**src/rtl/uart_fifo_ctrl.sv**
```systemverilog
// Buffered UART sequencer: 16-deep TX and RX byte FIFOs with TX_EN/TX_STATUS
// load handshake and RX_EFF/RX_READ drain handshake toward the UART core.
module uart_fifo_ctrl #(
    parameter int unsigned DEPTH_LOG2   = 4,
    parameter int unsigned BUSY_TIMEOUT = 15
) (
    input  logic                  sysclk,
    input  logic                  reset,
    input  logic                  tx_wr,
    input  logic [7:0]            tx_data,
    output logic                  tx_full,
    output logic [DEPTH_LOG2:0]   tx_count,
    input  logic                  rx_rd,
    output logic [7:0]            rx_data,
    output logic                  rx_empty,
    output logic [DEPTH_LOG2:0]   rx_count,
    output logic                  rx_ovr,
    input  logic                  ovr_clr,
    output logic                  irq,
    output logic [7:0]            uart_txd,
    output logic                  uart_tx_en,
    input  logic                  uart_tx_status,
    input  logic [7:0]            uart_rxd,
    input  logic                  uart_rx_eff,
    output logic                  uart_rx_read
);

    localparam int unsigned DEPTH = 1 << DEPTH_LOG2;
    localparam int unsigned CW    = DEPTH_LOG2 + 1;
    localparam int unsigned TW    = (BUSY_TIMEOUT > 0) ? $clog2(BUSY_TIMEOUT + 1) : 1;

    typedef enum logic [1:0] {TX_IDLE, TX_LOAD, TX_WAIT_BUSY, TX_WAIT_DONE} tx_state_t;
    typedef enum logic [1:0] {RX_IDLE, RX_ACK, RX_WAIT_LOW} rx_state_t;

    tx_state_t tx_state, tx_next;
    rx_state_t rx_state, rx_next;

    logic [7:0]            tx_mem [DEPTH];
    logic [7:0]            rx_mem [DEPTH];
    logic [DEPTH_LOG2-1:0] tx_wp, tx_rp, rx_wp, rx_rp;
    logic [TW-1:0]         to_cnt;

    logic tx_empty_c, rx_full_c;
    logic tx_push_c, tx_pop_c;
    logic rx_req_c, rx_push_c, rx_pop_c, rx_ovr_set_c;

    // Occupancy decode and FIFO-facing combinational outputs
    always_comb begin
        tx_full      = (tx_count == CW'(DEPTH));
        tx_empty_c   = (tx_count == '0);
        rx_full_c    = (rx_count == CW'(DEPTH));
        rx_empty     = (rx_count == '0);
        rx_data      = rx_empty ? 8'h00 : rx_mem[rx_rp];
        irq          = !rx_empty || rx_ovr;
        tx_push_c    = tx_wr && !tx_full;
        rx_pop_c     = rx_rd && !rx_empty;
        // a simultaneous pop frees the slot, so the incoming byte is kept
        rx_push_c    = rx_req_c && (!rx_full_c || rx_pop_c);
        rx_ovr_set_c = rx_req_c && rx_full_c && !rx_pop_c;
    end

    // TX FSM state register
    always_ff @(posedge sysclk or negedge reset) begin
        if (!reset) tx_state <= TX_IDLE;
        else        tx_state <= tx_next;
    end

    // TX next-state; the FIFO pop happens on the edge that enters TX_LOAD
    always_comb begin
        tx_next  = tx_state;
        tx_pop_c = 1'b0;
        case (tx_state)
            TX_IDLE: begin
                if (!tx_empty_c && uart_tx_status) begin
                    tx_next  = TX_LOAD;
                    tx_pop_c = 1'b1;
                end
            end
            TX_LOAD:      tx_next = TX_WAIT_BUSY;
            TX_WAIT_BUSY: begin
                if (!uart_tx_status)                  tx_next = TX_WAIT_DONE;
                else if (to_cnt == TW'(BUSY_TIMEOUT)) tx_next = TX_IDLE;
            end
            TX_WAIT_DONE: if (uart_tx_status) tx_next = TX_IDLE;
            default:      tx_next = TX_IDLE;
        endcase
    end

    // TX registered outputs and busy-wait timeout counter
    always_ff @(posedge sysclk or negedge reset) begin
        if (!reset) begin
            uart_tx_en <= 1'b0;
            uart_txd   <= 8'h00;
            to_cnt     <= '0;
        end else begin
            uart_tx_en <= tx_pop_c;
            if (tx_pop_c) uart_txd <= tx_mem[tx_rp];
            if (tx_state == TX_WAIT_BUSY) to_cnt <= to_cnt + TW'(1);
            else                          to_cnt <= '0;
        end
    end

    // RX FSM state register
    always_ff @(posedge sysclk or negedge reset) begin
        if (!reset) rx_state <= RX_IDLE;
        else        rx_state <= rx_next;
    end

    // RX next-state; a byte is captured on the edge that enters RX_ACK
    always_comb begin
        rx_next  = rx_state;
        rx_req_c = 1'b0;
        case (rx_state)
            RX_IDLE: begin
                if (uart_rx_eff) begin
                    rx_next  = RX_ACK;
                    rx_req_c = 1'b1;
                end
            end
            RX_ACK:      rx_next = RX_WAIT_LOW;
            RX_WAIT_LOW: if (!uart_rx_eff) rx_next = RX_IDLE;
            default:     rx_next = RX_IDLE;
        endcase
    end

    // RX acknowledge pulse and sticky overrun (set beats clear)
    always_ff @(posedge sysclk or negedge reset) begin
        if (!reset) begin
            uart_rx_read <= 1'b0;
            rx_ovr       <= 1'b0;
        end else begin
            uart_rx_read <= rx_req_c;
            if (rx_ovr_set_c) rx_ovr <= 1'b1;
            else if (ovr_clr) rx_ovr <= 1'b0;
        end
    end

    // FIFO pointers and occupancy counters
    always_ff @(posedge sysclk or negedge reset) begin
        if (!reset) begin
            tx_wp    <= '0;
            tx_rp    <= '0;
            tx_count <= '0;
            rx_wp    <= '0;
            rx_rp    <= '0;
            rx_count <= '0;
        end else begin
            if (tx_push_c) tx_wp <= tx_wp + DEPTH_LOG2'(1);
            if (tx_pop_c)  tx_rp <= tx_rp + DEPTH_LOG2'(1);
            case ({tx_push_c, tx_pop_c})
                2'b10:   tx_count <= tx_count + CW'(1);
                2'b01:   tx_count <= tx_count - CW'(1);
                default: tx_count <= tx_count;
            endcase
            if (rx_push_c) rx_wp <= rx_wp + DEPTH_LOG2'(1);
            if (rx_pop_c)  rx_rp <= rx_rp + DEPTH_LOG2'(1);
            case ({rx_push_c, rx_pop_c})
                2'b10:   rx_count <= rx_count + CW'(1);
                2'b01:   rx_count <= rx_count - CW'(1);
                default: rx_count <= rx_count;
            endcase
        end
    end

    // FIFO storage; contents need no reset since the counters gate visibility
    always_ff @(posedge sysclk) begin
        if (tx_push_c) tx_mem[tx_wp] <= tx_data;
        if (rx_push_c) rx_mem[rx_wp] <= uart_rxd;
    end

endmodule

```
**config.mk**
```make
export PLATFORM = sky130hd
export DESIGN_NAME = uart_fifo_ctrl
export DESIGN_NICKNAME = d
export VERILOG_FILES = /design/src/rtl/uart_fifo_ctrl.sv
export SDC_FILE = /design/constraint.sdc
export NUM_CORES = 1
export LEC_CHECK = 0
export ABC_AREA = 1
export CORE_MARGIN = 5
export CORE_UTILIZATION = 45
export CTS_CLUSTER_DIAMETER = 120
export DETAILED_ROUTE_END_ITERATION = 8
export GPL_ROUTABILITY_DRIVEN = 0
export PLACE_DENSITY = 0.62
export SYNTH_ARGS = -nofsm -noshare
export SYNTH_HDL_FRONTEND = slang
export SYNTH_SLANG_ARGS = --single-unit
```
**constraint.sdc**
```tcl
create_clock -name sysclk -period 2.65 [get_ports sysclk]
set_input_delay 0.53 -clock sysclk [delete_from_list [all_inputs] [get_ports sysclk]]
set_output_delay 0.53 -clock sysclk [all_outputs]
set_load 0.005 [all_outputs]
```
* Word level (Yosys, flattened, before mapping) *
Memory sizes are Yosys's and may differ from the RTL's. A register that Yosys moved wholly into a read port is not among the register bits.
Index checks and enable logic that the tools add are counted.

word-level totals
  register bits after elaboration = 37
  latch bits = 0
  bits in writable memories = 256
  memory bits (read-only) = 0
  word-level logic and storage cells = 85
  memories = 2

cells by class
  $add $sub $neg = 9
  multipliers = 0
  divide/modulo/power cells = 0
  order comparisons = 0
  eq/ne operators = 17
  shift-type cells = 0
  muxes and demuxes = 22
  bitwise operators = 0
  reductions and logical operators = 23

memories
  memory  words  bits a word  read ports  clocked after Yosys merged registers in  write ports  RTL line  RTL
  rx_mem  16     8            1           0                                        1            39        logic [7:0] rx_mem [DEPTH];
  tx_mem  16     8            1           1                                        1            38        logic [7:0] tx_mem [DEPTH];

operator list
  operator                                              number
  adder 4 x 1 -> 4 bit (second input constant)          5
  case mux 5 bit (2 select lines)                       2
  2-to-1 mux 2 bit                                      6
  adder 5 x 1 -> 5 bit (second input constant)          2
  equality test 2 bit (second input constant)           5
  equality test 5 bit (second input constant)           2
  logical NOT 5 bit                                     2
  2-to-1 mux 1 bit                                      10
  subtractor 5 x 1 -> 5 bit (second input constant)     2
  equality test 2 x 1 -> 1 bit (second input constant)  4
  2-to-1 mux 8 bit                                      1
  != test 2 bit (second input constant)                 4
  case mux 2 bit (4 select lines)                       1
  logical AND 1 bit                                     6
  logical NOT 1 bit                                     6
  case mux 2 bit (3 select lines)                       1
  nonzero test 2 bit                                    3
  equality test 4 bit (second input constant)           1
  logical NOT 2 bit                                     2
  2-to-1 mux 4 bit                                      1
  != test 3 bit (second input constant)                 1
  AND reduction 3 bit                                   1
  logical OR 1 bit                                      2
  AND reduction 2 bit                                   1

* Logic depth before layout (Yosys ltp) *
  word-level depth = 7
  depth in mapped cells = 17

* Worst setup path after synthesis *
Ideal clock, no wire load.

  path kind = in2reg
  from = input uart_rx_eff
  to = register rx_count[4]
  library setup time = 117 ps
  arrival time = 2,162 ps
  required time = 2,533 ps
  path slack = 372 ps
  cell stages on the path = 16
  cell sequence = nand2_1 > nor2_2 > inv_1 > nor2_1 > buf_4 > inv_1 > ha_1 > xor2_1 > ha_1 > inv_1 > nand2_1 > nand3_1 > nand2_1 > xor2_1 > nand2_1 > nand2_1

between the ends
  longest elaborated chain between the ends = 5
  elaborated cells on any way between the ends = 7
  those cells by class = eq/ne (2); mux (3); reduce/logical (2)

RTL lines
  what                                                                          RTL line  RTL
  start: declaration                                                            24        input logic uart_rx_eff,
  2-to-1 mux 1 bit (*)                                                          115       if (uart_rx_eff) begin
  2-to-1 mux 1 bit (*)                                                          113       case (rx_state)
  net rx_req_c                                                                  45        logic rx_req_c, rx_push_c, rx_pop_c, rx_ovr_set_c;
  logical AND 1 bit (*)                                                         58        rx_push_c = rx_req_c && (!rx_full_c || rx_pop_c);
  equality test 2 x 1 -> 1 bit / equality test 2 bit (equally long branches)    157       case ({rx_push_c, rx_pop_c})
  case mux 5 bit (2 select lines) / nonzero test 2 bit (equally long branches)  -
  end signal: assignment                                                        158       2'b10: rx_count <= rx_count + CW'(1);
  end signal: assignment                                                        159       2'b01: rx_count <= rx_count - CW'(1);
  end signal: assignment                                                        160       default: rx_count <= rx_count;
  end: declaration                                                              16        output logic [DEPTH_LOG2:0] rx_count,

The timed path passes the listed nets; every way through them passes the cells marked *.
A chain may end at the register's enable or synchronous reset.

* Worst setup path in the final report *
  from = register rx_rp[0]
  to = output rx_data[7]

between the ends
  longest elaborated chain between the ends = 2

RTL lines
  what                      RTL line  RTL
  start: declaration        40        logic [DEPTH_LOG2-1:0] tx_wp, tx_rp, rx_wp, rx_rp;
  start signal: assignment  156       if (rx_pop_c) rx_rp <= rx_rp + DEPTH_LOG2'(1);
  memory read (16 x 8 bit)  -
  2-to-1 mux 8 bit          53        rx_data = rx_empty ? 8'h00 : rx_mem[rx_rp];
  end: declaration          14        output logic [7:0] rx_data,

No other way between the ends.

==> results_dict.tcl <==
set metrics [dict create \
    layout.cells.most_common "nand2_1" \
    drive_above_1_share_pct 11.3 \
    tritoncts_clock_tree "yes" \
    vias_per_cell 5.00 \
    crit_path_category "flip-flop to primary output" \
    critical_path.endpoint_type "primary output" \
    layout.cell_area.non_filler_um2 15600 \
    syn_area_per_cell_um2 10.5 \
    yosys_register_bits 301 \
    achievable-frequency_ghz 0.383 \
    post-route-util_pct 54.3 \
    worst_skew_pair.late_latency_ps 510 \
    report.final.slew_viol_count 0 \
    setup.reg_to_reg.worst_slack_ps 390 \
    tritoncts_num_sinks 301 \
    yosys.cell_types.count 29 \
    worstHoldEndpoint "to_cnt[0]$_DFF_PN0_" \
    synth.largest_area_cell "edfxtp_1" \
    placement.cell_area_um2 14300 \
    clock_tree.root_cell "clkbuf_16" \
    floorplan.die.height_um 181 \
    clk_transition_reported_paths_ps 50 \
    die-area_um2 32700 \
    grt_setup_unrepaired "true" \
    synthesis_to_layout_area_growth_pct 19.1 \
    dr.pass1.iters 7 \
    report.final.setup_viol 0 \
    maximum_resistive_drop_on_vdd_uv 717 \
    min_clock_period_post_route_ps 2610 \
    max-cap-violations 0 \
    route.detailed.wl_per_inst_um 17.1 \
    row_count 62 \
    io_pins 55 \
    powerDensity_nw_per_um2 1090 \
    hold_crit_start "to_cnt[0]$_DFF_PN0_" \
    worst_r2r_endpoint "rx_count[4]$_DFFE_PN0P_" \
    synth_area_leaders "edfxtp_1, nand2_1, dfrtp_1" \
    io_buffer_count 54 \
    initial_standard_cell_utilization_of_the_core_pct 45.6 \
    first_global_vias 8626 \
    post-layout-total-power_uw 17000 \
    postSynthNetCount 1290 \
    final_min_period_over_clock_period_pct 98.4 \
    origin_of_the_critical_flop_to_flop_path "rx_count[0]$_DFFE_PN0P_" \
    global_route.overflow_total 0 \
    dp_hpwl_um 18400 \
    remaining_drc_errors 0 \
    antenna_found_initial 0 \
    yosysWarningCount 0 \
    synth_cells 1247 \
    synth_seq_area_share_pct 67.1 \
    skew_final_ps 19.6 \
    largest_net_degree_at_the_start_of_global_routing 67 \
    hold_class "flip-flop to flip-flop" \
    antenna-diode-count 0 \
    clock_tree.buffer_depth 3 \
    arrival_ps 2080 \
    total_leakage_power_uw 0.00653 \
    drtAntennaViolNets 0 \
    slew_headroom_pct 46.3 \
    wire_length_after_detailed_routing_um 30100 \
    finalNetCount 1400 \
    synthesis.area_um2 13100 \
    layout.cells.most_common_list "nand2_1, edfxtp_1, nand3_1" \
    grt_first_pass_wirelength_um 47600 \
    rr_worst_depth 16 \
    report.final.hold_viol_count 0 \
    path_max_fanout 10 \
    synthDominantCellAreaShare_pct 58.5 \
    dieWidth_um 181 \
    detail_route.iter0.violations 796 \
    whs_path_depth 1 \
    cp_data_required_time_ps 2120 \
    outcome "complete, no violations" \
    numCtsBuffers 34 \
    grt_util_all_layers_pct 18.2 \
    placeable_area_um2 28800 \
    worst_slew_pin_slew_ps 803 \
    route.vias.total 8839 \
    worst_setup_path_start_kind "flip-flop" \
    h_tree_lvls 2 \
]
report_power, final:
part           internal [µW]  switching [µW]  total (µW)
sequential              5760             403        6160
combinational           2420            3880        6300
clock                   2710            1820        4530
critical path, stage by stage, from the launching register on:
cell and delay [ps]:
dfrtp_2 440, clkinv_4 100, buf_4 110, buf_6 140, nand2_1 60, nand3_1 70
nand3_1 110, nand2_1 90, nand2_1 80, a21oi_2 150, clkdlybuf4s15_1 220
stage by stage:
stage                     setup slack (ps)  instances  TNS [ps]  hold slack (ps)
after CTS                             -194       1761      -931              487
final                                 42.0       1767         0              479
after floorplan                        372       1247         0              234
after global placement               -32.3       1691     -32.3              455
after detailed placement             -63.3       1691     -85.2              460
after global routing                 -50.4       1767     -95.7              519
layer usage:
metal / share of wire [%] / vias up / global-route usage, %
li1: - / 4333 / -
met1: 44 / 4217 / 25.2
met2: 48 / 240 / 29.5
met3: 5.0 / 49 / 2.98
met4: 2.6 / 0 / 5.78
met5: 0 / - / 0
layout make-up:
class                           count  area (µm²)
Clock buffer                       49         948
Clock inverter                     13         134
Fill cell                        2447       13100
Inverter                          147         557
Multi-Input combinational cell    745        3480
Sequential cell                   301        8820
Tap cell                          384         480
Timing Repair Buffer              128        1220
repair_timing:
item                                    CTS  global route
pin swaps                                 4             7
hold endpoints to repair                 16             0
hold buffers                              1             0
endpoints found under the setup margin    8            10
gates resized for setup                  30            27
buffers inserted                          4             8
cloned                                    3             1
cell usage after synthesis:
master	n
nand4_1	2
nor3b_2	1
o21bai_1	2
nor3_1	13
edfxtp_1	256
a21oi_1	13
a31oi_1	1
o211ai_1	1
nand3_1	202
a21boi_0	1
buf_1	1
inv_2	5
fa_1	1
ha_1	19
dfrtp_1	45
o211a_1	1
nor2_1	35
inv_1	139
buf_2	27
o21ai_0	13
buf_4	16
nand2_1	415
nand2_2	5
nor2_2	2
buf_6	6
xor2_1	15
clkinv_1	3
clkbuf_1	4
xnor2_1	3
registers in the layout, summed over array words and instances (netlist names), 2 cells and up:
register	cells
rx_count	5
rx_mem	128
rx_rp	4
rx_state	2
rx_wp	4
to_cnt	4
tx_count	5
tx_mem	128
tx_rp	4
tx_state	2
tx_wp	4
uart_txd	8
how the worst max path moves through the flow:
stage                               startpoint                      end  depth (start not counted)
after global placement             uart_rx_eff  rx_count[4]$_DFFE_PN0P_                         16
after CTS                 rx_rp[0]$_DFFE_PN0P_               rx_data[0]                          9
after global routing      rx_rp[0]$_DFFE_PN0P_               rx_data[7]                         10
final                     rx_rp[0]$_DFFE_PN0P_               rx_data[7]                         10
after detailed placement           uart_rx_eff  rx_count[4]$_DFFE_PN0P_                         16
after floorplan                    uart_rx_eff  rx_count[4]$_DFFE_PN0P_                         16
cells by family (layout without fill, tap and decap cells):
family          Yosys count  after routing  synth area share, %
compound gates           32             32                 1.34
xor+xnor                 18             18                 1.20
fa+ha+maj                20             20                 1.96
buf+inv                 201            337                 6.80
flops                   301            301                 67.1
simple gates            675            675                 21.6
Note: power is estimated with default switching activity, not from simulation.
